File: config.mk
export PLATFORM = sky130hd
export DESIGN_NAME = alu4_req_arbiter
export DESIGN_NICKNAME = d
export VERILOG_FILES = /design/src/rtl/alu4_req_arbiter.sv
export SDC_FILE = /design/constraint.sdc
export NUM_CORES = 1
export LEC_CHECK = 0
export ABC_CLOCK_PERIOD_IN_PS = 3000
export CAP_MARGIN = 5
export CORE_UTILIZATION = 41
export CTS_CLUSTER_DIAMETER = 150
export CTS_CLUSTER_SIZE = 25
export DETAILED_ROUTE_END_ITERATION = 7
export PLACE_DENSITY = 0.85
export SLEW_MARGIN = 20
export SYNTH_ARGS = -nofsm -noshare
export SYNTH_HDL_FRONTEND = slang
export SYNTH_SLANG_ARGS = --single-unit
File: constraint.sdc
create_clock -name clk -period 3 [get_ports clk]
set_input_delay 0.75 -clock clk [delete_from_list [all_inputs] [get_ports clk]]
set_output_delay 0.75 -clock clk [all_outputs]
set_load 0.1 [all_outputs]
File: src/rtl/alu4_req_arbiter.sv
`default_nettype none
// ============================================================================
// Module      : alu4_req_arbiter
// Description : Shares one combinational alu4 datapath between two requesters.
//               Each requester issues an op/A/B command over a valid/ready
//               handshake. Grants use round-robin priority. The ALU operands
//               are driven from registers, and the ALU result and flags are
//               returned on a single response channel tagged with the
//               requester id.
// Ports       : clk, rst                     clock, sync active-high reset
//               r0_*_i / r0_ready_o          requester 0 command channel
//               r1_*_i / r1_ready_o          requester 1 command channel
//               alu_a_o/alu_b_o/alu_op_o     registered operands to alu4
//               alu_result/carry/zero_i      combinational outputs of alu4
//               rsp_*_o / rsp_ready_i        response channel
//               grant_cnt0_o/grant_cnt1_o    per-port grant counters
// Options     : ALU4_ARB_STATS_EN - builds the saturating grant counters.
//               When it is undefined, both counters read 0.
// Revision    : 1.0 - initial release
// ============================================================================
module alu4_req_arbiter #(
    parameter int DATA_W = 4,
    parameter int OP_W   = 3,
    parameter int CNT_W  = 8
) (
    input  logic              clk,
    input  logic              rst,
    input  logic              r0_valid_i,
    input  logic [OP_W-1:0]   r0_op_i,
    input  logic [DATA_W-1:0] r0_a_i,
    input  logic [DATA_W-1:0] r0_b_i,
    output logic              r0_ready_o,
    input  logic              r1_valid_i,
    input  logic [OP_W-1:0]   r1_op_i,
    input  logic [DATA_W-1:0] r1_a_i,
    input  logic [DATA_W-1:0] r1_b_i,
    output logic              r1_ready_o,
    output logic [DATA_W-1:0] alu_a_o,
    output logic [DATA_W-1:0] alu_b_o,
    output logic [OP_W-1:0]   alu_op_o,
    input  logic [DATA_W-1:0] alu_result_i,
    input  logic              alu_carry_i,
    input  logic              alu_zero_i,
    output logic              rsp_valid_o,
    input  logic              rsp_ready_i,
    output logic              rsp_id_o,
    output logic [DATA_W-1:0] rsp_result_o,
    output logic              rsp_carry_o,
    output logic              rsp_zero_o,
    output logic [CNT_W-1:0]  grant_cnt0_o,
    output logic [CNT_W-1:0]  grant_cnt1_o
);

    typedef enum logic [1:0] {
        ST_IDLE = 2'd0,
        ST_EXEC = 2'd1,
        ST_RESP = 2'd2
    } state_t;

    state_t              state_q, state_d;
    logic                last_grant_q;
    logic                id_q;
    logic [DATA_W-1:0]   alu_a_q, alu_b_q;
    logic [OP_W-1:0]     alu_op_q;
    logic                rsp_valid_q;
    logic [DATA_W-1:0]   rsp_result_q;
    logic                rsp_carry_q, rsp_zero_q;
    logic                grant0, grant1;

    // Next-state and grant decode. Port 0 wins when it is the only requester,
    // or on a tie when port 1 was granted last.
    always_comb begin
        state_d = state_q;
        grant0  = 1'b0;
        grant1  = 1'b0;
        case (state_q)
            ST_IDLE: begin
                if (r0_valid_i && (!r1_valid_i || last_grant_q)) begin
                    grant0 = 1'b1;
                end else if (r1_valid_i) begin
                    grant1 = 1'b1;
                end
                if (grant0 || grant1) begin
                    state_d = ST_EXEC;
                end
            end
            ST_EXEC: state_d = ST_RESP;
            ST_RESP: begin
                if (rsp_ready_i) begin
                    state_d = ST_IDLE;
                end
            end
            default: state_d = ST_IDLE;
        endcase
    end

    // Ready is masked during reset so no requester believes it was accepted
    // by a cycle that the reset throws away.
    assign r0_ready_o = grant0 & ~rst;
    assign r1_ready_o = grant1 & ~rst;

    always_ff @(posedge clk) begin
        if (rst) begin
            state_q      <= ST_IDLE;
            last_grant_q <= 1'b1;
            id_q         <= 1'b0;
            alu_a_q      <= '0;
            alu_b_q      <= '0;
            alu_op_q     <= '0;
            rsp_valid_q  <= 1'b0;
            rsp_result_q <= '0;
            rsp_carry_q  <= 1'b0;
            rsp_zero_q   <= 1'b0;
        end else begin
            state_q <= state_d;
            if (grant0) begin
                alu_a_q      <= r0_a_i;
                alu_b_q      <= r0_b_i;
                alu_op_q     <= r0_op_i;
                id_q         <= 1'b0;
                last_grant_q <= 1'b0;
            end else if (grant1) begin
                alu_a_q      <= r1_a_i;
                alu_b_q      <= r1_b_i;
                alu_op_q     <= r1_op_i;
                id_q         <= 1'b1;
                last_grant_q <= 1'b1;
            end
            // The operands have been stable for a full cycle in EXEC, so the
            // ALU outputs are settled and can be captured.
            if (state_q == ST_EXEC) begin
                rsp_result_q <= alu_result_i;
                rsp_carry_q  <= alu_carry_i;
                rsp_zero_q   <= alu_zero_i;
                rsp_valid_q  <= 1'b1;
            end else if (state_q == ST_RESP && rsp_ready_i) begin
                rsp_valid_q  <= 1'b0;
            end
        end
    end

    assign alu_a_o      = alu_a_q;
    assign alu_b_o      = alu_b_q;
    assign alu_op_o     = alu_op_q;
    assign rsp_valid_o  = rsp_valid_q;
    assign rsp_id_o     = id_q;
    assign rsp_result_o = rsp_result_q;
    assign rsp_carry_o  = rsp_carry_q;
    assign rsp_zero_o   = rsp_zero_q;

`ifdef ALU4_ARB_STATS_EN
    localparam logic [CNT_W-1:0] C_CNT_MAX = '1;

    logic [CNT_W-1:0] grant_cnt0_q, grant_cnt1_q;

    // Saturating counters: once at all-ones they stay there until reset.
    always_ff @(posedge clk) begin
        if (rst) begin
            grant_cnt0_q <= '0;
            grant_cnt1_q <= '0;
        end else begin
            if (grant0 && grant_cnt0_q != C_CNT_MAX) begin
                grant_cnt0_q <= grant_cnt0_q + CNT_W'(1);
            end
            if (grant1 && grant_cnt1_q != C_CNT_MAX) begin
                grant_cnt1_q <= grant_cnt1_q + CNT_W'(1);
            end
        end
    end

    assign grant_cnt0_o = grant_cnt0_q;
    assign grant_cnt1_o = grant_cnt1_q;
`else
    assign grant_cnt0_o = '0;
    assign grant_cnt1_o = '0;
`endif

endmodule
`default_nettype wire

======== Word level (Yosys, flattened, before mapping) ========
Cells that the tools add are included.
operators by class
  add/subtract/negate cells ............... 0
  $mul .................................... 0
  div/mod/pow operators ................... 0
  order comparisons ....................... 0
  equal/unequal tests ..................... 4
  shift operators ......................... 0
  mux-type cells .......................... 20
  bitwise gates (word level) .............. 3
  reduce and logical (&&, ||, !) cells .... 10
operators with widths
  operator            number
  $mux 4              4
  $mux 1              11
  $mux 3              2
  $pmux 2 s3          1
  $mux 2              2
  $ne 2x2->1 const B  2
  $reduce_bool 2->1   2
  $and 1x1->1         2
  $eq 2x1->1 const B  1
  $eq 2x2->1 const B  1
  $logic_and 1x1->1   2
  $logic_not 2->1     1
  $logic_or 1x1->1    2
  $reduce_and 2->1    1
  $reduce_or 2->1     1
  $logic_not 1->1     1
  $not 1->1           1
storage, ports and cells
  bits in registers ....................... 22
  latch bits .............................. 0
  memory bits (writable) .................. 0
  bits in read-only memories .............. 0
  input port bits ......................... 33
  output and inout bits ................... 37
  logic and storage cells ................. 47
  memories ................................ 0

======== Logic depth before layout (Yosys ltp) ========
  word-level depth ........................ 8
  depth in mapped cells ................... 5
  mapped depth without buffers ............ 3

======== Least setup slack after synthesis ========
OpenSTA, ideal clock, no wires.
  path kind ............................... in2out
  start point ............................. input r0_valid_i
  end point ............................... output r0_ready_o
  arrival time ............................ 2.441 ns
  required time ........................... 2.250 ns
  path slack .............................. -0.191 ns
  stages .................................. 4
  buffers on the path ..................... 2
  path through ............................ buf_2 buf_2 nand3_1 nor2_1
between the ends
  word-level cells in the longest chain between the ends .. 5
ends and longest elaborated chain
  item                 RTL line  source
  start: declaration   28        input logic r0_valid_i,
  $logic_and 1x1->1    78        if (r0_valid_i && (!r1_valid_i || last_grant_q)) begin
  $mux 1               78
  $mux 1 (2 in a row)  76        case (state_q)
  $and 1x1->1          99        assign r0_ready_o = grant0 & ~rst;
  end: declaration     32        output logic r0_ready_o,
No other way between the ends. The select of a mux whose other input is x is not followed.

======== Worst setup path after layout ========
  start point ............................. input rst
  end point ............................... output r1_ready_o
between the ends
  word-level cells in the longest chain between the ends .. 2
ends and longest elaborated chain
  item                RTL line  source
  start: declaration  27        input logic rst,
  $not 1->1           100       assign r1_ready_o = grant1 & ~rst;
  $and 1x1->1         100
  end: declaration    37        output logic r1_ready_o,
No other way between the ends.

==> results.md <==
- Setup Fix Bufs, Post-CTS: 0
- Cell Chain, Critical Path: clkdlybuf4s50_1 > a21oi_1 > and3_1 > buf_12
- Placed Area: approximately 1700 µm²
- Num CTS Buffers: 3
- Post-synth EDFFs: 0
- CP max FO: 5
- Power Internal: 0.000525 W
- Later-pin clock latency in the skew report: 0.31 ns
- Yosys reg bits: 22
- Critical path endpoint category: primary output
- Total global routing overflow: 0
- Most frequent cells in the layout: clkdlybuf4s50_1 (32), buf_4 (23), dfxtp_1 (22)
- Hold_ws: 0.462 ns
- Share of cells above drive strength 1: 24.0%
- Clk slew on worst S/H paths: about 0.12 ns
- Global-route wire length before repair: 4460 µm
- Number of fill cells: 236
- Switch Pwr: approximately 0.00048 W
- Vias in the first global route: 990
- Core ar.: 2830 µm²
- Gr usage total: 17.7%
- Sequential area share after synthesis: 35.3%
- Reg2reg setup slack: 1.45 ns
- Via/cell ratio: around 5
- Worst path required time: 2.25 ns
- Clock power frac: approximately 17%
- Post-Layout Inst Area: between 1500 and 2000 µm²
- Largest net degree at the start of global routing: 27
- Setup TNS: 0 ns
- Fin crit share: 88.1%
- Pwr Density: 581 nW/µm²
- Die area: 3270 µm²
- Slowest CP cell: clkdlybuf4s50_1
- Dpl cells: 206
- Max-cap viol count: 0
- Final Power: 0.00100 W
- Fmax: 378 MHz
- WL per Instance: around 13 µm
- Clk sink count: 22
- Synth warnings: 0
- Worst setup SP type: primary input
- Worst IR drop on VDD: between 0.0003 and 0.0004 V
- DR DRC count: 7
- Synth Flop Type: dfxtp_1
- Starting Density: 44.1%
- Area leader, netlist: dfxtp_1
- Min cycle time layout: 2.64 ns
- Failing checks: DRC
- Number of distinct library cells after synthesis: 26
- Status: finished with violations
- Slew HR: 54.6%
- Net Sw Frac: 47.7%
- Static Leak: 0.757 nW
- DR vias: 1,081
- Avg Inst Size Synth: just under 10 µm²
- Final setup fails: 0
- Post-route ant nets: 0
- IO Pins: 70
- Synth top area share: a little over a third
- 1st-iter DRT viols: 48
- Commonest non-fill, non-tap cell in the layout: clkdlybuf4s50_1
- Worst Hold Class: reg2reg
- Drt first pass iters: 7
- Critical Path AT: ~1.9 ns
- Longest individual stage delay on the worst path: a little over 0.5 ns
- # nets final: 213
- Clock Skews: 0.00508 ns
- CTS root buf: clkbuf_4
- Combinational share of power: 49.4%
- Slew Viols, Final: 0
- H-tree depth: 1
- HPWL after DPL: 2070 µm
- Mapped Area: 1250 µm²
- Max Buffers Root-to-Sink: 2
- Diodes inserted: 0
- Chip width: 57.2 µm
- Area contributors post-synth: dfxtp_1 (35%), o32ai_2 (12%), buf_4 (11%)
- Initial antenna violation count: 0
- Die height: ~57 µm
- Hold buffers post-CTS: 0
- WS Path Type: in2out
- Port buffer count: 53
- Rows: 19
- Final Wtd Congestion: 0.688
- RSZ-0062 raised after global routing: false
- Async S/R FF share, synth: 0%
- CTS tree: built
- Non-Filler Instances: 210
- PostCTS Resize Cnt: 0
- Worst slew pin tran: 0.679 ns
- Final hold viol count: 0
- Cells after Synth: 129
- Routed WL: 2800 µm
- Area growth syn-to-layout: 38.5%
- Seq pwr share: 34.1%
## power groups by stage
stage / combinational, W / clock (W) / sequential (W)
6_report: 0.000496 / 0.000166 / 0.000342
5_1_grt: 0.000515 / 0.000184 / 0.000346
3_5_place_dp: 0.000496 / 0 / 0.000349
4_1_cts: 0.000497 / 0.000171 / 0.000342
3_3_place_gp: 0.000491 / 0 / 0.000346
2_1_floorplan: 0.000235 / 0 / 0.000523
## logic make-up after synthesis
| logic type | after synthesis | synth area share, % |
|---|---|---|
| AO/OA/AOI/OAI | 30 | 24.0 |
| multiplexers | 6 | 4.81 |
| buffers and inverters | 39 | 18.8 |
| flip-flops | 22 | 35.3 |
| other | 1 | 0.300 |
| AND/OR/NAND/NOR | 31 | 16.7 |
## through the flow
stage,setup slack (ns),util (%)
finish,0.357,61.1
global route,0.295,61.1
CTS,0.369,61.1
detailed placement,0.387,59.8
global placement,0.419,59.8
floorplan,0.259,-
## metal layers
metal  global-route usage (%)  vias to the layer above  share of wire [%]
li1                         -                      526                  -
met1                     21.5                      508                 44
met2                     30.3                       45                 49
met3                     5.22                        2                6.6
met4                     5.57                        0               0.36
met5                        0                        -                  0
## path summary, 6_finish.rpt
kind                                     to  cells after the start       start
worst max register to register  rsp_carry_o                      3  state_q[0]
worst min-delay path             alu_b_o[1]                      2  alu_b_o[1]
worst max-delay path             r1_ready_o                      4         rst
worst min register to register   alu_b_o[1]                      2  alu_b_o[1]
## worst max-delay path, delay by kind of cell
| kind | cells | cell delay (ns) |
|---|---|---|
| buffers and inverters | 2 | 0.71 |
| and+or+nand+nor | 1 | 0.26 |
| AOI/OAI and AO/OA | 1 | 0.16 |
## flip-flops by register name (all words and copies together) (netlist names)
register	flops
alu_a_o	4
rsp_result_o	4
rsp_valid_o	1
alu_op_o	3
last_grant_q	1
rsp_zero_o	1
alu_b_o	4
state_q	2
rsp_carry_o	1
rsp_id_o	1
## cell usage after synthesis, types with 4 or more instances
cell / count
a21oi_1: 4
a31oi_1: 11
and3b_1: 11
buf_2: 5
buf_4: 18
dfxtp_1: 22
inv_1: 13
mux2i_1: 6
nor2_1: 10
o32ai_2: 9
## cell type report
cell class / count / area, µm² / share of cell area [%]
sequential: 22 / 440 / 25.5
tap: 31 / 38.8 / 2.24
clock buffer: 4 / 36.3 / 2.10
timing repair buffer: 57 / 533 / 30.8
inverter: 13 / 48.8 / 2.82
multi-input combinational: 83 / 632 / 36.5
Power figures use the tool's default switching activity.
